## src/rtl/ram_arb_pkg.sv

```systemverilog
// Shared constants and types for the two-client burst arbiter in front of the
// 4K x 32 feature/weight RAM.
package ram_arb_pkg;

  localparam int ADDR_W   = 12;
  localparam int DATA_W   = 32;
  localparam int LEN_W    = 8;
  localparam int N_CLIENT = 2;

  typedef enum logic [1:0] {
    IDLE  = 2'd0,
    BURST = 2'd1,
    DONE  = 2'd2
  } arb_state_t;

  typedef struct packed {
    logic              we;
    logic [ADDR_W-1:0] addr;
    logic [LEN_W-1:0]  len;
  } burst_cmd_t;

endpackage

```

## src/rtl/rr_arb2.sv

```systemverilog
// Two-way round-robin pick: one-hot winner from the request pair, with the
// priority pointer flipping each time a grant is actually taken.
module rr_arb2 (
  input  logic       clk,
  input  logic       rst,
  input  logic [1:0] req,
  input  logic       take,
  output logic [1:0] win
);

  logic rr_q, rr_d;

  always_comb begin
    rr_d = take ? ~rr_q : rr_q;
    unique case (req)
      2'b11:   win = rr_q ? 2'b10 : 2'b01;
      default: win = req;
    endcase
  end

  always_ff @(posedge clk) begin
    if (rst) rr_q <= 1'b0;
    else     rr_q <= rr_d;
  end

endmodule

```

## src/rtl/ram_arbiter_4kx32.sv

```systemverilog
// Burst arbiter and address sequencer for the shared 4K x 32 RAM: client 0 is
// the DMA loader, client 1 the convolution engine.
module ram_arbiter_4kx32
  import ram_arb_pkg::*;
(
  input  logic              clk,
  input  logic              rst,
  input  logic              req_0,
  input  logic              we_0,
  input  logic [ADDR_W-1:0] addr_0,
  input  logic [LEN_W-1:0]  len_0,
  input  logic [DATA_W-1:0] wdata_0,
  output logic              gnt_0,
  output logic              beat_0,
  output logic              rvalid_0,
  output logic              done_0,
  input  logic              req_1,
  input  logic              we_1,
  input  logic [ADDR_W-1:0] addr_1,
  input  logic [LEN_W-1:0]  len_1,
  input  logic [DATA_W-1:0] wdata_1,
  output logic              gnt_1,
  output logic              beat_1,
  output logic              rvalid_1,
  output logic              done_1,
  output logic [DATA_W-1:0] rdata,
  output logic [ADDR_W-1:0] ram_addr,
  output logic              ram_we,
  output logic [DATA_W-1:0] ram_data_i,
  input  logic [DATA_W-1:0] ram_data_o
);

  arb_state_t          state_q, state_d;
  burst_cmd_t          cmd_q, cmd_d, cmd_0, cmd_1;
  logic [N_CLIENT-1:0] req_v, win, take_v;
  logic [N_CLIENT-1:0] gnt_q, gnt_d, rvalid_q, rvalid_d, done_q, done_d;
  logic [DATA_W-1:0]   rdata_q, rdata_d;
  logic                take, in_burst;

  assign req_v  = {req_1, req_0};
  assign cmd_0  = '{we: we_0, addr: addr_0, len: len_0};
  assign cmd_1  = '{we: we_1, addr: addr_1, len: len_1};
  assign take_v = win;

  rr_arb2 u_arb (
    .clk  (clk),
    .rst  (rst),
    .req  (req_v),
    .take (take),
    .win  (win)
  );

  always_comb begin
    state_d  = state_q;
    cmd_d    = cmd_q;
    gnt_d    = gnt_q;
    rdata_d  = rdata_q;
    rvalid_d = '0;
    done_d   = '0;
    take     = 1'b0;
    unique case (state_q)
      IDLE: begin
        if (|req_v) begin
          take    = 1'b1;
          gnt_d   = take_v;
          cmd_d   = take_v[1] ? cmd_1 : cmd_0;
          state_d = BURST;
        end
      end
      BURST: begin
        if (!cmd_q.we) begin
          rdata_d  = ram_data_o;
          rvalid_d = gnt_q;
        end
        cmd_d.addr = cmd_q.addr + ADDR_W'(1);
        cmd_d.len  = cmd_q.len - LEN_W'(1);
        // len counts down to zero on the last beat; grant drops entering DONE
        if (cmd_q.len == '0) begin
          state_d = DONE;
          gnt_d   = '0;
          done_d  = gnt_q;
        end
      end
      DONE:    state_d = IDLE;
      default: state_d = IDLE;
    endcase
  end

  always_ff @(posedge clk) begin
    if (rst) begin
      state_q  <= IDLE;
      cmd_q    <= '0;
      gnt_q    <= '0;
      rvalid_q <= '0;
      done_q   <= '0;
      rdata_q  <= '0;
    end else begin
      state_q  <= state_d;
      cmd_q    <= cmd_d;
      gnt_q    <= gnt_d;
      rvalid_q <= rvalid_d;
      done_q   <= done_d;
      rdata_q  <= rdata_d;
    end
  end

  assign in_burst   = (state_q == BURST);
  assign ram_addr   = in_burst ? cmd_q.addr : '0;
  assign ram_we     = in_burst & cmd_q.we;
  assign ram_data_i = ram_we ? (gnt_q[1] ? wdata_1 : wdata_0) : '0;

  assign gnt_0    = gnt_q[0];
  assign gnt_1    = gnt_q[1];
  assign beat_0   = in_burst & gnt_q[0];
  assign beat_1   = in_burst & gnt_q[1];
  assign rvalid_0 = rvalid_q[0];
  assign rvalid_1 = rvalid_q[1];
  assign done_0   = done_q[0];
  assign done_1   = done_q[1];
  assign rdata    = rdata_q;

endmodule

```

## config.mk

```make
export PLATFORM = sky130hd
export DESIGN_NAME = ram_arbiter_4kx32
export DESIGN_NICKNAME = d
export VERILOG_FILES = /design/src/rtl/ram_arb_pkg.sv /design/src/rtl/rr_arb2.sv /design/src/rtl/ram_arbiter_4kx32.sv
export SDC_FILE = /design/constraint.sdc
export NUM_CORES = 1
export LEC_CHECK = 0
export BUFFER_PORTS_ARGS = -buffer_cell sky130_fd_sc_hd__buf_2
export CAP_MARGIN = 15
export CORE_UTILIZATION = 30
export CTS_BUF_LIST = sky130_fd_sc_hd__clkbuf_4 sky130_fd_sc_hd__clkbuf_8 sky130_fd_sc_hd__clkbuf_16
export CTS_CLUSTER_DIAMETER = 200
export DETAILED_ROUTE_END_ITERATION = 8
export HOLD_SLACK_MARGIN = 0.06
export MAX_ROUTING_LAYER = met4
export PLACE_DENSITY = 0.67
export SYNTH_ARGS = -nofsm -noshare
export SYNTH_HDL_FRONTEND = slang
export SYNTH_SLANG_ARGS = --single-unit
```

## constraint.sdc

```tcl
create_clock -name clk -period 2.6 [get_ports clk]
set_clock_uncertainty 0.05 [all_clocks]
set_input_delay 0.52 -clock clk [delete_from_list [all_inputs] [get_ports clk]]
set_output_delay 0.52 -clock clk [all_outputs]
set_load 0.01 [all_outputs]
```

==> impl_metrics.toml <==
[sta]
period_needed_ns = 2.22
timing.fmax_ghz = 0.451
hold_viol = 0
whs_ns = 0.388
worst_slack_ns = 0.384
worst_pin_slew_ns = 0.725
finalSetupTns_ns = 0
slew_headroom = 0.515
fin_crit_sh = 0.852
finalMaxSlewViolations = 0
rsz0062_at_grt = "no"
setup_viol = 0

[outcome]
outcome = "completed"

[power]
total_power_mw = 3.40
ir_drop_v = 0.000282
p_per_area_mw_per_mm2 = 678
leakage_nw = 2.39

[place]
dp_hpwl_um = 9570
dp.cells = 794
portBuffers = 226
dpl_cell_area_mm2 = 0.00468
place_congestion = 0.833
place_ws_ns = 0.515

[detailed_routing]
avgRoutedWirePerCell_um = 15.2
dr.pass1.iters = 8
ant_nets = 0
wirelength_um = 12300
viasPerCell = 5.09
vias = 4124
drt_iter0_drc = 304
drc = 0

[synth]
yosys_warnings = 0
ys_ff_latch = 62
async_flop_share = 0
syn_avg_cell_area_um2 = 7.61
ys_seq_area_frac = 0.361
synth_edf_count = 0
synthCells = 452
synthesis.nets = 596
ys.flop_type = "dfxtp_1"
synth_area_mm2 = 0.00344
ys_types = 48

[global_routing]
antenna_found_initial = 1
grt_overflow_total = 0
grt_pass1_vias = 3845
grt_pass1_wl_um = 18100
grt_max_degree = 57
grt_use_total = 0.202

[final_layout]
fill_cells = 1125
multi_input_area_mm2 = 0.00202
stdcell_count = 811
final_layout_size_suffix_gt1_frac = 0.387
mostFrequentLayoutCell = "buf_2"
nNetsFinal = 809
post-route-cell-area_mm2 = 0.00501
fin_util = 0.456
regArea_mm2 = 0.00124
area_growth_pct = 45.7
mostFrequentLayoutCells = "buf_2 (226), nand2_1 (76), dfxtp_1 (61)"

[clock_network]
postCtsSetupBuffers = 0
cts_hold_buf = 0
cts_buffer_depth = 2
cts-root-buf = "clkbuf_16"
cts_tree = "done"
clk_latency_ns = 0.32
cts_buffers = 9
clk_pin_slew_ns = 0.05
cts_resized = 0
cts.sinks = 62
htree_num_levels = 3

[die]
fp.dieArea_mm2 = 0.0119
die_w_um = 109
die_h_um = 109
start_util = 0.313
io_pins = 227
row_count = 38
core_area_mm2 = 0.0110

[setup_path]
required_ns = 2.03
start_kind = "register"
crit_type = "register to output pin"
cp_max_fo = 27
arrival_ns = 1.65
end_kind = "output pin"

[job]
cap_violations = 0

[worst_hold_path]
hp-class = "primary input to register"
-- where the power goes --
group,internal (mW),switching [mW],leakage [nW],total (mW)
logic,0.394,0.513,1.72,0.907
registers,1.07,0.126,0.509,1.20
clock network,0.883,0.413,0.163,1.30
-- layer usage --
metal  wire length (um)  GRT usage  vias to the layer above  share of wire
li1                   -          -                     2022              -
met1               4930      0.230                     1865           0.40
met2               6130      0.349                      220           0.50
met3               1020     0.0406                       17          0.083
met4                253     0.0763                        0          0.021
met5                  0          -                        -              0
-- synthesized netlist by cell type, types with 2 or more instances --
cell type / instances / share of area
o31a_1: 2 / 0.0051
a21boi_0: 7 / 0.015
o21ai_0: 14 / 0.020
nand3_1: 13 / 0.019
a211oi_1: 3 / 0.0065
o21bai_1: 2 / 0.0044
nor3_1: 7 / 0.010
dfxtp_1: 62 / 0.36
mux2i_1: 39 / 0.11
ha_1: 2 / 0.0073
clkbuf_1: 23 / 0.025
and3_1: 10 / 0.018
o22ai_1: 4 / 0.0073
nand2b_1: 3 / 0.0055
a222oi_1: 2 / 0.0058
nand2_1: 76 / 0.083
nor2_1: 50 / 0.055
inv_1: 8 / 0.0087
o211ai_1: 6 / 0.013
o21a_1: 3 / 0.0065
a21oi_1: 43 / 0.063
a221o_1: 2 / 0.0058
a221oi_1: 4 / 0.010
xnor2_1: 2 / 0.0051
nand4_1: 6 / 0.011
a311oi_1: 2 / 0.0051
nor4_1: 4 / 0.0073
buf_2: 7 / 0.010
mux2_2: 2 / 0.0065
and2_1: 17 / 0.031
and4_1: 2 / 0.0051
nor3b_1: 3 / 0.0065
buf_1: 4 / 0.0044
a31oi_1: 4 / 0.0073
-- flip-flops by register name, indices dropped and copies added, names as in the netlist --
name	cells
done_q	2
state_q	2
rdata	32
rvalid_q	2
u_arb.rr_q	1
gnt_q	2
cmd_q	21
-- path summary, 6_finish.rpt --
check	startpoint	endpoint	slack [ns]	cells past startpoint
max	state_q[0]$_SDFFE_PP0P_	ram_addr[5]	0.38	4
min	ram_data_o[15]	rdata[15]$_SDFFE_PP0P_	0.39	3
max reg2reg	cmd_q[0]$_SDFFE_PP0P_	done_q[1]$_SDFF_PP0_	0.70	6
min reg2reg	rdata[8]$_SDFFE_PP0P_	rdata[8]$_SDFFE_PP0P_	0.40	2
-- kinds of logic (layout without fill, tap and decap cells) --
family                     Yosys count  in the layout  synth area share
and+or+nand+nor                    198            198             0.265
muxes                               41             41             0.120
xor gates and xnor gates             2              2           0.00509
other                                0              1                 0
adders and majority gates            2              2           0.00727
buffers and inverters               43            261            0.0517
AOI/OAI and AO/OA                  104            104             0.190
DFF                                 62             62             0.361
-- layout make-up --
| cell class | instances | share of cell area |
|---|---|---|
| multi-input cells | 347 | 0.404 |
| inverters | 8 | 0.00599 |
| clock inverters | 4 | 0.0140 |
| repair buffers | 237 | 0.242 |
| clock buffers | 12 | 0.0507 |
| flip-flops and latches | 62 | 0.248 |
| diodes | 1 | 0.000499 |
| well taps | 140 | 0.0350 |
-- critical path, cell delays in order (launching register included) --
cell and delay (ns):
dfxtp_1 0.46, nor2b_1 0.23, buf_4 0.30, and2_1 0.20, buf_2 0.14
Note: power is estimated with default switching activity, not from simulation.
